--- src/rtl/sem_param_ctrl.sv ---
// ---------------------------------------------------------------------------
// sem_param_ctrl
//   Two-approach traffic-light controller (main road / cross road) with a
//   latched pedestrian request and a flashing-yellow maintenance mode.
//   Each phase is timed by one down-counter that is loaded with T-1 on
//   entry and left when it reaches 0, so a phase lasts exactly T cycles.
//
// Ports
//   ck          in   clock, rising edge
//   rst         in   synchronous reset, active-high
//   flash       in   1 = flashing-yellow mode (level)
//   ped_req     in   pedestrian request (pulse or level)
//   main_r/y/g  out  main-road lamps
//   cross_r/y/g out  cross-road lamps
//   ped_walk    out  pedestrian walk lamp
//   ped_ack     out  1-cycle pulse on the first cycle of the walk phase
//   ped_pend    out  request latched and not yet served
//   remain      out  current phase counter value
//   phase_end   out  last cycle of the current phase (remain == 0)
//   state       out  FSM state code (debug)
// ---------------------------------------------------------------------------
module sem_param_ctrl #(
    parameter int CNT_W      = 5,
    parameter int T_MGREEN   = 8,
    parameter int T_CGREEN   = 6,
    parameter int T_YELLOW   = 3,
    parameter int T_ALLRED   = 2,
    parameter int T_PED      = 5,
    parameter int FLASH_HALF = 4
) (
    input  logic             ck,
    input  logic             rst,
    input  logic             flash,
    input  logic             ped_req,
    output logic             main_r,
    output logic             main_y,
    output logic             main_g,
    output logic             cross_r,
    output logic             cross_y,
    output logic             cross_g,
    output logic             ped_walk,
    output logic             ped_ack,
    output logic             ped_pend,
    output logic [CNT_W-1:0] remain,
    output logic             phase_end,
    output logic [2:0]       state
);

    localparam int T_MAX = 1 << CNT_W;

    // Every duration must fit the counter once reduced by one, and be non-zero.
    if (T_MGREEN   < 1 || T_MGREEN   > T_MAX ||
        T_CGREEN   < 1 || T_CGREEN   > T_MAX ||
        T_YELLOW   < 1 || T_YELLOW   > T_MAX ||
        T_ALLRED   < 1 || T_ALLRED   > T_MAX ||
        T_PED      < 1 || T_PED      > T_MAX ||
        FLASH_HALF < 1 || FLASH_HALF > T_MAX) begin : g_bad_timing
        $error("sem_param_ctrl: every duration must lie in 1..2**CNT_W");
    end

    // Counter reload values (duration minus one).
    localparam logic [CNT_W-1:0] L_MGREEN = CNT_W'(T_MGREEN - 1);
    localparam logic [CNT_W-1:0] L_CGREEN = CNT_W'(T_CGREEN - 1);
    localparam logic [CNT_W-1:0] L_YELLOW = CNT_W'(T_YELLOW - 1);
    localparam logic [CNT_W-1:0] L_ALLRED = CNT_W'(T_ALLRED - 1);
    localparam logic [CNT_W-1:0] L_PED    = CNT_W'(T_PED - 1);
    localparam logic [CNT_W-1:0] L_FLASH  = CNT_W'(FLASH_HALF - 1);

    typedef enum logic [2:0] {
        S_MG  = 3'd0,
        S_MY  = 3'd1,
        S_AR1 = 3'd2,
        S_CG  = 3'd3,
        S_CY  = 3'd4,
        S_AR2 = 3'd5,
        S_PED = 3'd6,
        S_FL  = 3'd7
    } state_t;

    state_t           r_state;
    logic [CNT_W-1:0] r_remain;
    logic             r_ped_pend;
    logic             r_ped_ack;
    logic             r_flash_ph;
    logic             w_phase_end;

    assign w_phase_end = (r_remain == '0);

    // NOTE: all state below is updated with non-blocking assignments so every
    // register samples the pre-edge values regardless of statement order.
    always_ff @(posedge ck) begin
        if (rst) begin
            r_state    <= S_MG;
            r_remain   <= L_MGREEN;
            r_ped_pend <= 1'b0;
            r_ped_ack  <= 1'b0;
            r_flash_ph <= 1'b0;
        end else begin
            r_ped_ack <= 1'b0;

            if (flash && r_state != S_FL) begin
                // Maintenance mode discards whatever was left of the phase.
                r_state    <= S_FL;
                r_remain   <= L_FLASH;
                r_flash_ph <= 1'b1;
            end else if (r_state == S_FL) begin
                if (!flash) begin
                    r_state  <= S_AR2;
                    r_remain <= L_ALLRED;
                end else if (w_phase_end) begin
                    r_flash_ph <= ~r_flash_ph;
                    r_remain   <= L_FLASH;
                end else begin
                    r_remain <= r_remain - 1'b1;
                end
            end else if (w_phase_end) begin
                unique case (r_state)
                    S_MG:  begin r_state <= S_MY;  r_remain <= L_YELLOW; end
                    S_MY:  begin r_state <= S_AR1; r_remain <= L_ALLRED; end
                    S_AR1: begin r_state <= S_CG;  r_remain <= L_CGREEN; end
                    S_CG:  begin r_state <= S_CY;  r_remain <= L_YELLOW; end
                    S_CY:  begin r_state <= S_AR2; r_remain <= L_ALLRED; end
                    S_AR2: begin
                        if (r_ped_pend) begin
                            r_state    <= S_PED;
                            r_remain   <= L_PED;
                            r_ped_pend <= 1'b0;
                            r_ped_ack  <= 1'b1;
                        end else begin
                            r_state  <= S_MG;
                            r_remain <= L_MGREEN;
                        end
                    end
                    default: begin r_state <= S_MG; r_remain <= L_MGREEN; end
                endcase
            end else begin
                r_remain <= r_remain - 1'b1;
            end

            // Placed after the clear above: a request arriving on the serving
            // edge wins and is carried into the next round.
            if (ped_req) begin
                r_ped_pend <= 1'b1;
            end
        end
    end

    // Lamp decode from the state register only.
    // NOTE: every output gets a default first so this block cannot infer latches.
    always_comb begin
        main_r   = 1'b0;
        main_y   = 1'b0;
        main_g   = 1'b0;
        cross_r  = 1'b0;
        cross_y  = 1'b0;
        cross_g  = 1'b0;
        ped_walk = 1'b0;
        unique case (r_state)
            S_MG:  begin main_g = 1'b1; cross_r = 1'b1; end
            S_MY:  begin main_y = 1'b1; cross_r = 1'b1; end
            S_AR1,
            S_AR2: begin main_r = 1'b1; cross_r = 1'b1; end
            S_CG:  begin main_r = 1'b1; cross_g = 1'b1; end
            S_CY:  begin main_r = 1'b1; cross_y = 1'b1; end
            S_PED: begin main_r = 1'b1; cross_r = 1'b1; ped_walk = 1'b1; end
            S_FL:  begin main_y = r_flash_ph; cross_y = r_flash_ph; end
            default: begin main_r = 1'b1; cross_r = 1'b1; end
        endcase
    end

    assign ped_ack   = r_ped_ack;
    assign ped_pend  = r_ped_pend;
    assign remain    = r_remain;
    assign phase_end = w_phase_end;
    assign state     = r_state;

endmodule

--- config.mk ---
export PLATFORM = sky130hd
export DESIGN_NAME = sem_param_ctrl
export DESIGN_NICKNAME = d
export VERILOG_FILES = /design/src/rtl/sem_param_ctrl.sv
export SDC_FILE = /design/constraint.sdc
export NUM_CORES = 1
export LEC_CHECK = 0
export ABC_AREA = 1
export BUFFER_PORTS_ARGS = -buffer_cell sky130_fd_sc_hd__buf_2
export CAP_MARGIN = 20
export CORE_UTILIZATION = 51
export DETAILED_ROUTE_END_ITERATION = 7
export PLACE_DENSITY_LB_ADDON = 0.15
export SYNTH_ARGS = -nofsm -noshare
export SYNTH_HDL_FRONTEND = slang
export SYNTH_SLANG_ARGS = --single-unit
--- constraint.sdc ---
create_clock -name ck -period 1.73 [get_ports ck]
set_input_delay 0.2595 -clock ck [delete_from_list [all_inputs] [get_ports ck]]
set_output_delay 0.2595 -clock ck [all_outputs]
set_load 0.05 [all_outputs]
# == Yosys cells after proc, flatten, opt, wreduce, memory -nomap -nowiden ==
# Cells that the tools add are included.
# op_classes
muxes,30
n_bitwise,3
eq_ne,11
n_addsub,1
reduce_logical,18
# ops
operator,n
$mux 5,4
$mux 3,6
$pmux 3 s6,1
$mux 1,15
$reduce_or 5->1,3
$eq 3x3->1 const B,4
$pmux 3 s4,1
$reduce_bool 2->1,5
$eq 3x2->1 const B,2
$ne 3x3->1 const B,2
$reduce_or 2->1,3
$logic_not 5->1,1
$sub 5x1->5 const B,1
$ne 2x2->1 const B,2
$pmux 1 s2,2
$reduce_and 4->1,1
$eq 3x1->1 const B,1
$logic_not 3->1,1
$not 1->1,3
$reduce_and 3->1,1
$reduce_bool 3->1,1
$mux 2,1
$reduce_and 2->1,1
$logic_and 1x1->1,1
# totals
in_bits,4
output_inout_bits,18
regBits,11
wordCells,69

# == Depth between registers and ports, before layout ==
# depth
depth_word,6
ltp_mapped,9
depth_no_buf,8

# == Worst setup path before layout ==
# Ideal clock, no wire load.
# synth_path
path_type,register to output
start,"reg r_state[0], in the netlist state[0]"
end,out cross_y
stages_incl_launch_ff,4
arrival_time_ns,2.119
path_buffers,1
required_time_ns,1.470
setup_slack_ns,-0.648
cell_sequence,dfxtp_1 buf_2 nand3_2 o21ai_0
# synth_between
elab_chain_cells,2
word_cells_on_any_way,3
cone_classes,eq/ne: 2; mux: 1
# synth_lines
item,line,rtl
start: declaration,80,state_t r_state;
start signal: assignment,93,r_state <= S_MG;
start signal: assignment,103,r_state <= S_FL;
start signal: assignment,108,r_state <= S_AR2;
$eq 3x3->1,158,unique case (r_state)
$pmux 1 s2 *,158,
end: declaration,39,"output logic cross_y,"
# Mark *: on every way between the ends. The rest lies on a longest branch, timed or not.

# == Worst setup path after layout ==
# layout_path
start,"reg r_remain[0], in the netlist remain[0]"
end,out phase_end
# layout_between
elab_chain_cells,1
# layout_lines
item,line,rtl
start: declaration,81,logic [CNT_W-1:0] r_remain;
start signal: assignment,114,r_remain <= r_remain - 1'b1;
start signal: assignment,137,r_remain <= r_remain - 1'b1;
$logic_not 5->1,87,assign w_phase_end = (r_remain == '0);
end: declaration,45,"output logic phase_end,"
# No other way between the ends.

==> flow_summary.json <==
{
  "die_y_um": 38.30,
  "core_area_um2": 1171,
  "start_kind": "flop",
  "diodes": 0,
  "syn2layout_area_growth_pct": 28.12,
  "ys_seq_elements": 11,
  "drc": 0,
  "maxSlewHeadroom_pct": 78.63,
  "hp-class": "input pin to flop",
  "place.gp.congestion": 0.9584,
  "layout_commonest_cell": "nand2_1",
  "layout_common_cells": "nand2_1, buf_2, inv_1",
  "die_width_um": 38.30,
  "powerDensity_nw_per_um2": 803.4,
  "synth_xor_area_share_pct": 2.607,
  "path_clk_slew_ps": 60,
  "ff2ff_setup_slack_ps": 330,
  "tightest_slew_ps": 320.1,
  "synth_compound_area_share_pct": 9.683,
  "firstDrtPassIters": 6,
  "postCtsSetupRepairBufs": 0,
  "yosys.area_share.simple_pct": 41.71,
  "pwr-share-seq_pct": 41.8,
  "cp_max_fo": 5,
  "nNetsFinal": 135,
  "h-tree-depth": 1,
  "grt_pass1_wl_um": 2642,
  "drt_wl_total_um": 1677,
  "p_clk_share_pct": 24.7,
  "die_area_um2": 1467,
  "critPathKind": "flop to primary output",
  "rsz0062_at_grt": "no",
  "p_int_uw": 416.6,
  "p_leak_uw": 0.0004824,
  "synthAdderAreaFrac_pct": 1.862,
  "slew_violations": 0,
  "outcome": "finished clean",
  "port_buffers": 21,
  "yosys_warnings": 0,
  "cap_viol_max_count": 0,
  "min_period_ps": 1637,
  "synth_area_um2": 671.9,
  "clock_sinks": 11,
  "timing.setup.tns_ps": 0,
  "dp_hpwl_um": 1263,
  "grt_max_degree": 10,
  "worstPathArrival_ps": 1380,
  "finalSetupViolCount": 0,
  "drive_gt1_share_pct": 32.56,
  "end_kind": "primary output",
  "p_sw_uw": 275.0,
  "syn_nets": 110,
  "clock_latency_ps": 270,
  "clockRootBuffer": "clkbuf_4",
  "io_pins": 22,
  "ir_drop_mv": 0.5965,
  "synth_cells": 105,
  "fin_util_pct": 73.50,
  "swShare_pct": 39.76,
  "initial_utilization_pct": 57.37,
  "vias": 786,
  "antenna_found_initial": 0,
  "holdBufCountCts": 0,
  "avgViaCountPerCell": 5.497,
  "cts_buffers": 3,
  "rows": 12,
  "grt_use_total_pct": 26.67,
  "syn-mean-instance-area_um2": 6.399,
  "grt_overflow": 0,
  "synth_seq_area_share_pct": 32.77,
  "pwr-share-comb_pct": 33.4,
  "wl_per_cell_um": 11.73,
  "grt_pass1_vias": 608,
  "synthMuxAreaShare_pct": 0,
  "clock_skew_ps": 0.8229,
  "max_freq_mhz": 610.8,
  "required_ps": 1470,
  "ys_types": 23,
  "drt_iter0_drc": 68,
  "synth_top_family_by_area": "simple AND/OR/NAND/NOR gates",
  "clockBufferDepth": 2,
  "cts_tree": "built",
  "finalHoldViolations": 0,
  "ant_nets": 0,
  "finalCritPeriodShare_pct": 94.63
}
==> synthesized netlist by cell type, drive strengths merged <==
cell | number | area [um^2]
nand3 | 13 | 75.07
ha | 1 | 12.51
xnor2 | 1 | 8.760
xor2 | 1 | 8.760
nor2 | 12 | 47.55
nor4 | 1 | 6.260
a21oi | 9 | 48.80
nand2 | 27 | 108.9
nand3b | 1 | 7.510
o21ai | 2 | 10.01
inv | 17 | 63.81
dfxtp | 11 | 220.2
o22ai | 1 | 6.260
buf | 2 | 12.51
nand4 | 3 | 18.77
nor3 | 2 | 10.01
and3 | 1 | 6.260
==> cell families (layout without fill, tap and decap cells) <==
kind of cell | after synthesis | in the layout
adders and majority gates | 1 | 1
xor gates and xnor gates | 2 | 2
DFF | 11 | 11
AOI/OAI and AO/OA | 12 | 12
buffers and inverters | 19 | 43
and+or+nand+nor | 60 | 60
==> final timing paths <==
check                                from        end  cells after the start
worst min register to register   ped_pend   ped_pend                      2
worst min-delay path                  rst   ped_pend                      2
worst max-delay path            remain[0]  phase_end                      5
worst max register to register   state[1]  remain[4]                      6
==> power groups by stage <==
stage / Sequential, uW / Clock (uW) / Combinational, uW
after CTS: 287 / 175 / 229
after global placement: 292 / 0 / 226
after floorplan: 327 / 0 / 147
after detailed placement: 292 / 0 / 227
after global routing: 292 / 188 / 248
final: 289 / 171 / 231
==> registers in the layout, summed over array words and instances, names as in the netlist <==
| signal | cells |
|---|---|
| ped_pend | 1 |
| state | 3 |
| ped_ack | 1 |
| r_flash_ph | 1 |
| remain | 5 |
==> final cells by class <==
| type | instances | area, um^2 |
|---|---|---|
| timing repair buffer | 22 | 115.1 |
| inverter | 17 | 63.81 |
| multi-input combinational | 75 | 416.7 |
| tap | 14 | 17.52 |
| sequential | 11 | 221.5 |
| fill | 102 | 310.3 |
| clock buffer | 4 | 26.28 |
==> metal layers <==
metal	vias to the layer above	global-route usage, %	share of wire [%]
met5	-	0	0
met2	41	40.68	47
met1	351	34.16	42
li1	388	-	-
met4	0	10.71	1.7
met3	6	8.721	9.6
==> timing repair <==
item                       CTS  global route
setup endpoints to repair    1             3
gates resized for setup      1             3
cloned                       0             0
==> through the flow <==
| step | power (uW) | hold slack [ps] | setup WS, ps | area (um^2) | cells |
|---|---|---|---|---|---|
| after CTS | 691.9 | 141.5 | 60.05 | 852.1 | 143 |
| after global routing | 727.3 | 149.0 | 1.484 | 860.8 | 143 |
| after floorplan | 474.2 | 328.6 | -283.1 | 705.7 | 105 |
| after detailed placement | 519.6 | 429.9 | 291.8 | 823.3 | 139 |
| after global placement | 517.7 | 427.0 | 357.0 | 823.3 | 139 |
| final | 691.6 | 146.8 | 92.93 | 860.8 | 143 |
==> critical path: stages, from the launching register on <==
cell and delay, ps:
dfxtp_1 330, inv_1 60, ha_1 230, nand2_1 130, nor2_4 120, clkbuf_4 240
Note: power is estimated with default switching activity, not from simulation.
